`src/rtl/mac_frame_accumulator_pkg.sv`:
```
// Shared types, default widths and overflow helper for the MAC frame
// accumulator family.
package mac_frame_accumulator_pkg;

  typedef enum logic {
    ACC  = 1'b0,
    DONE = 1'b1
  } state_e;

  localparam int DEF_PROD_W = 8;
  localparam int DEF_ACC_W  = 16;
  localparam int DEF_LEN    = 8;

  // Classifies a sum that was computed one bit wider than the accumulator.
  // ext_msb is the extra top bit, res_msb the accumulator's sign bit; they
  // differ exactly when the result does not fit. Width independent, so it
  // serves any accumulator width.
  // Return value: {positive overflow, negative overflow}.
  function automatic logic [1:0] add_ovf(input logic ext_msb, input logic res_msb);
    return {~ext_msb & res_msb, ext_msb & ~res_msb};
  endfunction

endpackage

```
`src/rtl/mac_frame_accumulator_sat_add.sv`:
```
// Combinational signed add with optional clamp and overflow flag.
module mac_frame_accumulator_sat_add
  import mac_frame_accumulator_pkg::*;
#(
  parameter int ACC_W = DEF_ACC_W,
  parameter int SAT   = 1
) (
  input  logic signed [ACC_W-1:0] a_i,
  input  logic signed [ACC_W-1:0] b_i,
  output logic signed [ACC_W-1:0] sum_o,
  output logic                    flag_o
);

  logic [ACC_W:0] wide;
  logic [1:0]     ovf;

  assign wide = {a_i[ACC_W-1], a_i} + {b_i[ACC_W-1], b_i};
  assign ovf  = add_ovf(wide[ACC_W], wide[ACC_W-1]);

  // Wrap by default; in saturating mode replace an overflowed result with the limit.
  always_comb begin
    sum_o  = wide[ACC_W-1:0];
    flag_o = |ovf;
    if (SAT != 0) begin
      if (ovf[1]) begin
        sum_o = {1'b0, {(ACC_W-1){1'b1}}};
      end else if (ovf[0]) begin
        sum_o = {1'b1, {(ACC_W-1){1'b0}}};
      end
    end
  end

endmodule

```
`src/rtl/mac_frame_accumulator.sv`:
```
// Accumulates signed products into per-frame dot-product results and
// presents each result through a valid/ready output register.
module mac_frame_accumulator
  import mac_frame_accumulator_pkg::*;
#(
  parameter int PROD_W = DEF_PROD_W,
  parameter int ACC_W  = DEF_ACC_W,
  parameter int LEN    = DEF_LEN,
  parameter int SAT    = 1,
  localparam int CNT_W = $clog2(LEN + 1)
) (
  input  logic                     clk,
  input  logic                     rst,
  input  logic                     in_valid,
  output logic                     in_ready,
  input  logic signed [PROD_W-1:0] in_prod,
  input  logic                     in_last,
  output logic                     out_valid,
  input  logic                     out_ready,
  output logic signed [ACC_W-1:0]  out_acc,
  output logic [CNT_W-1:0]         out_cnt,
  output logic                     out_sat
);

  state_e                   state_q, state_d;
  logic signed [ACC_W-1:0]  acc_q;
  logic [CNT_W-1:0]         cnt_q;
  logic                     sat_q;
  logic signed [ACC_W-1:0]  out_acc_q;
  logic [CNT_W-1:0]         out_cnt_q;
  logic                     out_sat_q;

  logic signed [ACC_W-1:0]  prod_ext;
  logic signed [ACC_W-1:0]  sum;
  logic                     sum_flag;
  logic [CNT_W-1:0]         cnt_inc;
  logic                     accept, frame_end, deliver;

  // Acceptance is decoded from the registered state so in_ready never
  // depends combinationally on out_ready.
  assign prod_ext  = ACC_W'(in_prod);
  assign cnt_inc   = cnt_q + 1'b1;
  assign accept    = in_valid && (state_q == ACC);
  assign frame_end = accept && (in_last || (cnt_inc == CNT_W'(LEN)));
  assign deliver   = (state_q == DONE) && out_ready;

  mac_frame_accumulator_sat_add #(
    .ACC_W (ACC_W),
    .SAT   (SAT)
  ) u_sat_add (
    .a_i    (acc_q),
    .b_i    (prod_ext),
    .sum_o  (sum),
    .flag_o (sum_flag)
  );

  // State register.
  always_ff @(posedge clk) begin
    if (rst) begin
      state_q <= ACC;
    end else begin
      state_q <= state_d;
    end
  end

  // Next state and handshake outputs.
  always_comb begin
    state_d   = state_q;
    in_ready  = 1'b0;
    out_valid = 1'b0;
    case (state_q)
      ACC: begin
        in_ready = 1'b1;
        if (frame_end) state_d = DONE;
      end
      DONE: begin
        out_valid = 1'b1;
        if (out_ready) state_d = ACC;
      end
      default: state_d = ACC;
    endcase
  end

  // Running sum, term count and sticky flag; result captured on the frame's final beat.
  always_ff @(posedge clk) begin
    if (rst) begin
      acc_q     <= '0;
      cnt_q     <= '0;
      sat_q     <= 1'b0;
      out_acc_q <= '0;
      out_cnt_q <= '0;
      out_sat_q <= 1'b0;
    end else if (deliver) begin
      acc_q <= '0;
      cnt_q <= '0;
      sat_q <= 1'b0;
    end else if (accept) begin
      acc_q <= sum;
      cnt_q <= cnt_inc;
      sat_q <= sat_q | sum_flag;
      if (frame_end) begin
        out_acc_q <= sum;
        out_cnt_q <= cnt_inc;
        out_sat_q <= sat_q | sum_flag;
      end
    end
  end

  assign out_acc = out_acc_q;
  assign out_cnt = out_cnt_q;
  assign out_sat = out_sat_q;

endmodule

```
`config.mk`:
```
export PLATFORM = sky130hd
export DESIGN_NAME = mac_frame_accumulator
export DESIGN_NICKNAME = d
export VERILOG_FILES = /design/src/rtl/mac_frame_accumulator_pkg.sv /design/src/rtl/mac_frame_accumulator_sat_add.sv /design/src/rtl/mac_frame_accumulator.sv
export SDC_FILE = /design/constraint.sdc
export NUM_CORES = 1
export LEC_CHECK = 0
export BUFFER_PORTS_ARGS = -buffer_cell sky130_fd_sc_hd__buf_2
export CAP_MARGIN = 10
export CORE_MARGIN = 10
export CORE_UTILIZATION = 40
export CTS_CLUSTER_SIZE = 10
export DETAILED_ROUTE_END_ITERATION = 8
export SETUP_SLACK_MARGIN = 0.05
export SYNTH_ARGS = -nofsm -noshare
export SYNTH_HDL_FRONTEND = slang
export SYNTH_SLANG_ARGS = --single-unit
export TNS_END_PERCENT = 5
```
`constraint.sdc`:
```
create_clock -name clk -period 10.75 [get_ports clk]
set_clock_uncertainty 0.1 [all_clocks]
set_input_delay 0.5375 -clock clk [delete_from_list [all_inputs] [get_ports clk]]
set_output_delay 0.5375 -clock clk [all_outputs]
set_load 0.02 [all_outputs]
```
==> flow_summary_export.csv <==
group,metric,value,unit
outcome,status,"finished clean",
sta,slew_headroom,0.361,
clock_tree,clk_latency,0.29,ns
floorplan,dieWidth,98.6,um
route,first_pass_iters,4,
clock_tree,numCtsBuffers,5,
clock_tree,clk_pin_slew,0.08,ns
global_routing,met1_usage,0.166,
route,drc,0,
layout,n_antenna_cell,0,
floorplan,fp.dieH,98.6,um
power,p_sw,0.183,mW
synth,synthTopCellsByArea,"dfxtp_1 35%, ha_1 9.6%, nor2_1 7.6%",
setup_path,cp.buffers_inverters,2,
floorplan,io_pins,36,
route,finalWirelength,6300,um
synth,yosysUniqueCellTypes,46,
power,swShare,0.385,
synth,syn_inst,302,
global_routing,overflow,0,
clock_tree,tritoncts,"built",
layout,areaGrowthSynthToFinish,13.1,%
layout,register_area,861,sq um
placed_design,dp_hpwl,4900,um
sta,min_period_over_period,0.369,
power,pwr-share-comb,0.391,
layout,drive_gt1_frac,0.159,
placed_design,pre_cts_ws,6.55,ns
sta,worst_pin_slew,0.959,ns
synth,yosys-top-cells-count,"50 x nor2_1, 43 x dfxtp_1, 34 x a21oi_1, 20 x a211oi_1, 19 x ha_1",
global_routing,grt_pass1_vias,2216,
floorplan,rows,28,
min_path,hold_path.class,"primary input to flip-flop",
global_routing,grt_first_pass_wirelength,10900,um
clock_tree,ctsHoldBuffers,0,
layout,final.fill_count,625,
setup_path,cp.arrival,4.07,ns
synth,avgSynthCellArea,8.19,sq um
layout,fin_area,2800,sq um
synth,yosysMostFrequentCell,"nor2_1",
route,wl_per_cell,15.4,um
global_routing,antenna_found_initial,0,
synth,ys_seq_area_frac,0.348,
sta,fmax,252,MHz
sta,rsz0062_at_grt,"false",
floorplan,initial_core_util,0.415,
synth,yosysTopAreaCellShare,0.348,
clock_tree,cts_sinks,43,
sta,fin_tns_setup,0,ns
global_routing,globalRouteMet2Util,0.220,
clock_tree,postCtsSetupRepairBufs,0,
synth,async_reset_ff_frac,0,
global_routing,grt_use_met3,0.0272,
clock_tree,cts_root_buf,"clkbuf_8",
layout,finish.net_count,365,
setup_path,path_cells,"ha_1 -> inv_1 -> fa_1 -> nand2b_1 -> a21o_1 -> a2111oi_2 -> o21ai_1 -> a41oi_2 -> inv_1 -> ha_1 -> a21oi_1 -> nand3_1 -> a2111oi_0 -> nor2_1 -> a211oi_1",
global_routing,grt_most_used_layer,"met2",
sta,setup_violations,0,
route,vias_per_cell,5.47,
setup_path,start_kind,"flip-flop",
global_routing,grt_max_degree,33,
layout,multiInputGateArea,1540,sq um
setup_path,cpMaxStageDelayCell,"a2111oi_2",
global_routing,grt.total_usage,0.132,
clock_tree,cts_resized,0,
setup_path,critical_path.top_delay_family,"compound AO/OA/AOI/OAI gates",
setup_path,critPathKind,"flip-flop to flip-flop",
synth,synth_area_leader_cell,"dfxtp_1",
sta,min_period,3.96,ns
synth,ys_dominant_reg_cell,"dfxtp_1",
route,antenna_left,0,
route,via_count,2233,
power,clkPwrFrac,0.214,
synth,netlist_area,2470,sq um
clock_tree,htreeDepth,2,
route,drt-initial-drc-count,110,
placed_design,dpl_cell_area,2710,sq um
flow_run,drv_cap,0,
floorplan,die_area,9730,sq um
power,p_int,0.292,mW
sta,timing.final.ws_setup,6.79,ns
floorplan,core,5960,sq um
clock_tree,clockBufferDepth,2,
setup_path,critPathMaxFanout,7,
power,ir_drop,0.0944,mV
synth,ys_ff_latch,43,
power,power_frac_seq,0.395,
power,finalPower,0.475,mW
layout,fin_util,0.470,
synth,ys.warnings.count,0,
sta,slew_viol_final,0,
setup_path,end_kind,"flip-flop",
setup_path,critical-path-max-stage-delay,0.54,ns
setup_path,cp.required,10.86,ns
synth,synth_edf_count,0,
power,power.density,170,nW/um^2
sta,hold_violations,0,
synth,syn_nets,335,
placed_design,gp_congestion,0.820,
power,leakagePower,1.20,nW
placed_design,portBuffers,35,
==> sequential cells by signal (all words and copies together) (netlist names) <==
| register | count |
|---|---|
| state_q | 1 |
| acc_q | 16 |
| sat_q | 1 |
| cnt_q | 4 |
| out_cnt | 4 |
| out_sat | 1 |
| out_acc | 16 |
==> power by group through the flow <==
stage / logic [mW] / registers [mW] / clock network [mW]
4_1_cts: 0.187 / 0.188 / 0.105
3_3_place_gp: 0.185 / 0.191 / 0
5_1_grt: 0.211 / 0.190 / 0.112
3_5_place_dp: 0.186 / 0.192 / 0
6_report: 0.186 / 0.187 / 0.102
2_1_floorplan: 0.130 / 0.198 / 0
==> layout make-up <==
class	instances	area share
clock buffer	6	0.0260
timing repair buffer	37	0.0680
inverter	7	0.00940
tap	75	0.0336
sequential	43	0.308
multi-input combinational	238	0.551
clock inverter	2	0.00447
==> through the flow <==
stage	std cells	hold WS [ns]
after CTS	408	0.342
after global placement	400	0.344
after global routing	408	0.344
after floorplan	302	0.340
final	408	0.346
after detailed placement	400	0.345
==> path summary, 6_finish.rpt <==
check	from	end	slack, ns	depth (start not counted)
setup / recovery	acc_q[0]	out_acc[14]	6.79	15
hold / removal	in_last	out_cnt[3]	0.35	2
setup reg to reg	acc_q[0]	out_acc[14]	6.79	15
hold reg to reg	out_cnt[1]	out_cnt[1]	0.36	2
==> layout by cell type (no fill, tap or decap), types with 2 or more instances in the layout <==
cell	count
o21ai_1	6
xnor2_1	8
ha_1	19
inv_1	5
buf_2	35
or4_1	2
nand2b_1	5
nand2_1	16
or3_1	2
a311oi_1	2
nor2_1	50
xor2_1	4
nand3_1	6
and3_1	4
dfxtp_1	43
a211oi_1	20
clkbuf_8	5
o21bai_1	3
a31oi_1	2
o21ai_0	15
inv_2	2
a21oi_1	34
nor3_1	3
mux2i_1	3
a21o_1	7
nor2b_1	3
o211ai_1	2
buf_4	2
==> cell families after synthesis <==
family / count (synthesis) / synth area share
AOI/OAI and AO/OA: 107 / 0.288
and+or+nand+nor: 96 / 0.173
DFF: 43 / 0.348
buffers and inverters: 21 / 0.0319
adders and majority gates: 20 / 0.104
xor gates and xnor gates: 12 / 0.0425
muxes: 3 / 0.0121
==> per-layer routing <==
metal | share of wire | wire (um) | up-vias
met4 | 0.018 | 111 | 0
met5 | 0 | 0 | -
li1 | - | - | 1162
met2 | 0.48 | 3020 | 45
met1 | 0.46 | 2920 | 1016
met3 | 0.041 | 257 | 10
Note: power is estimated with default switching activity, not from simulation.
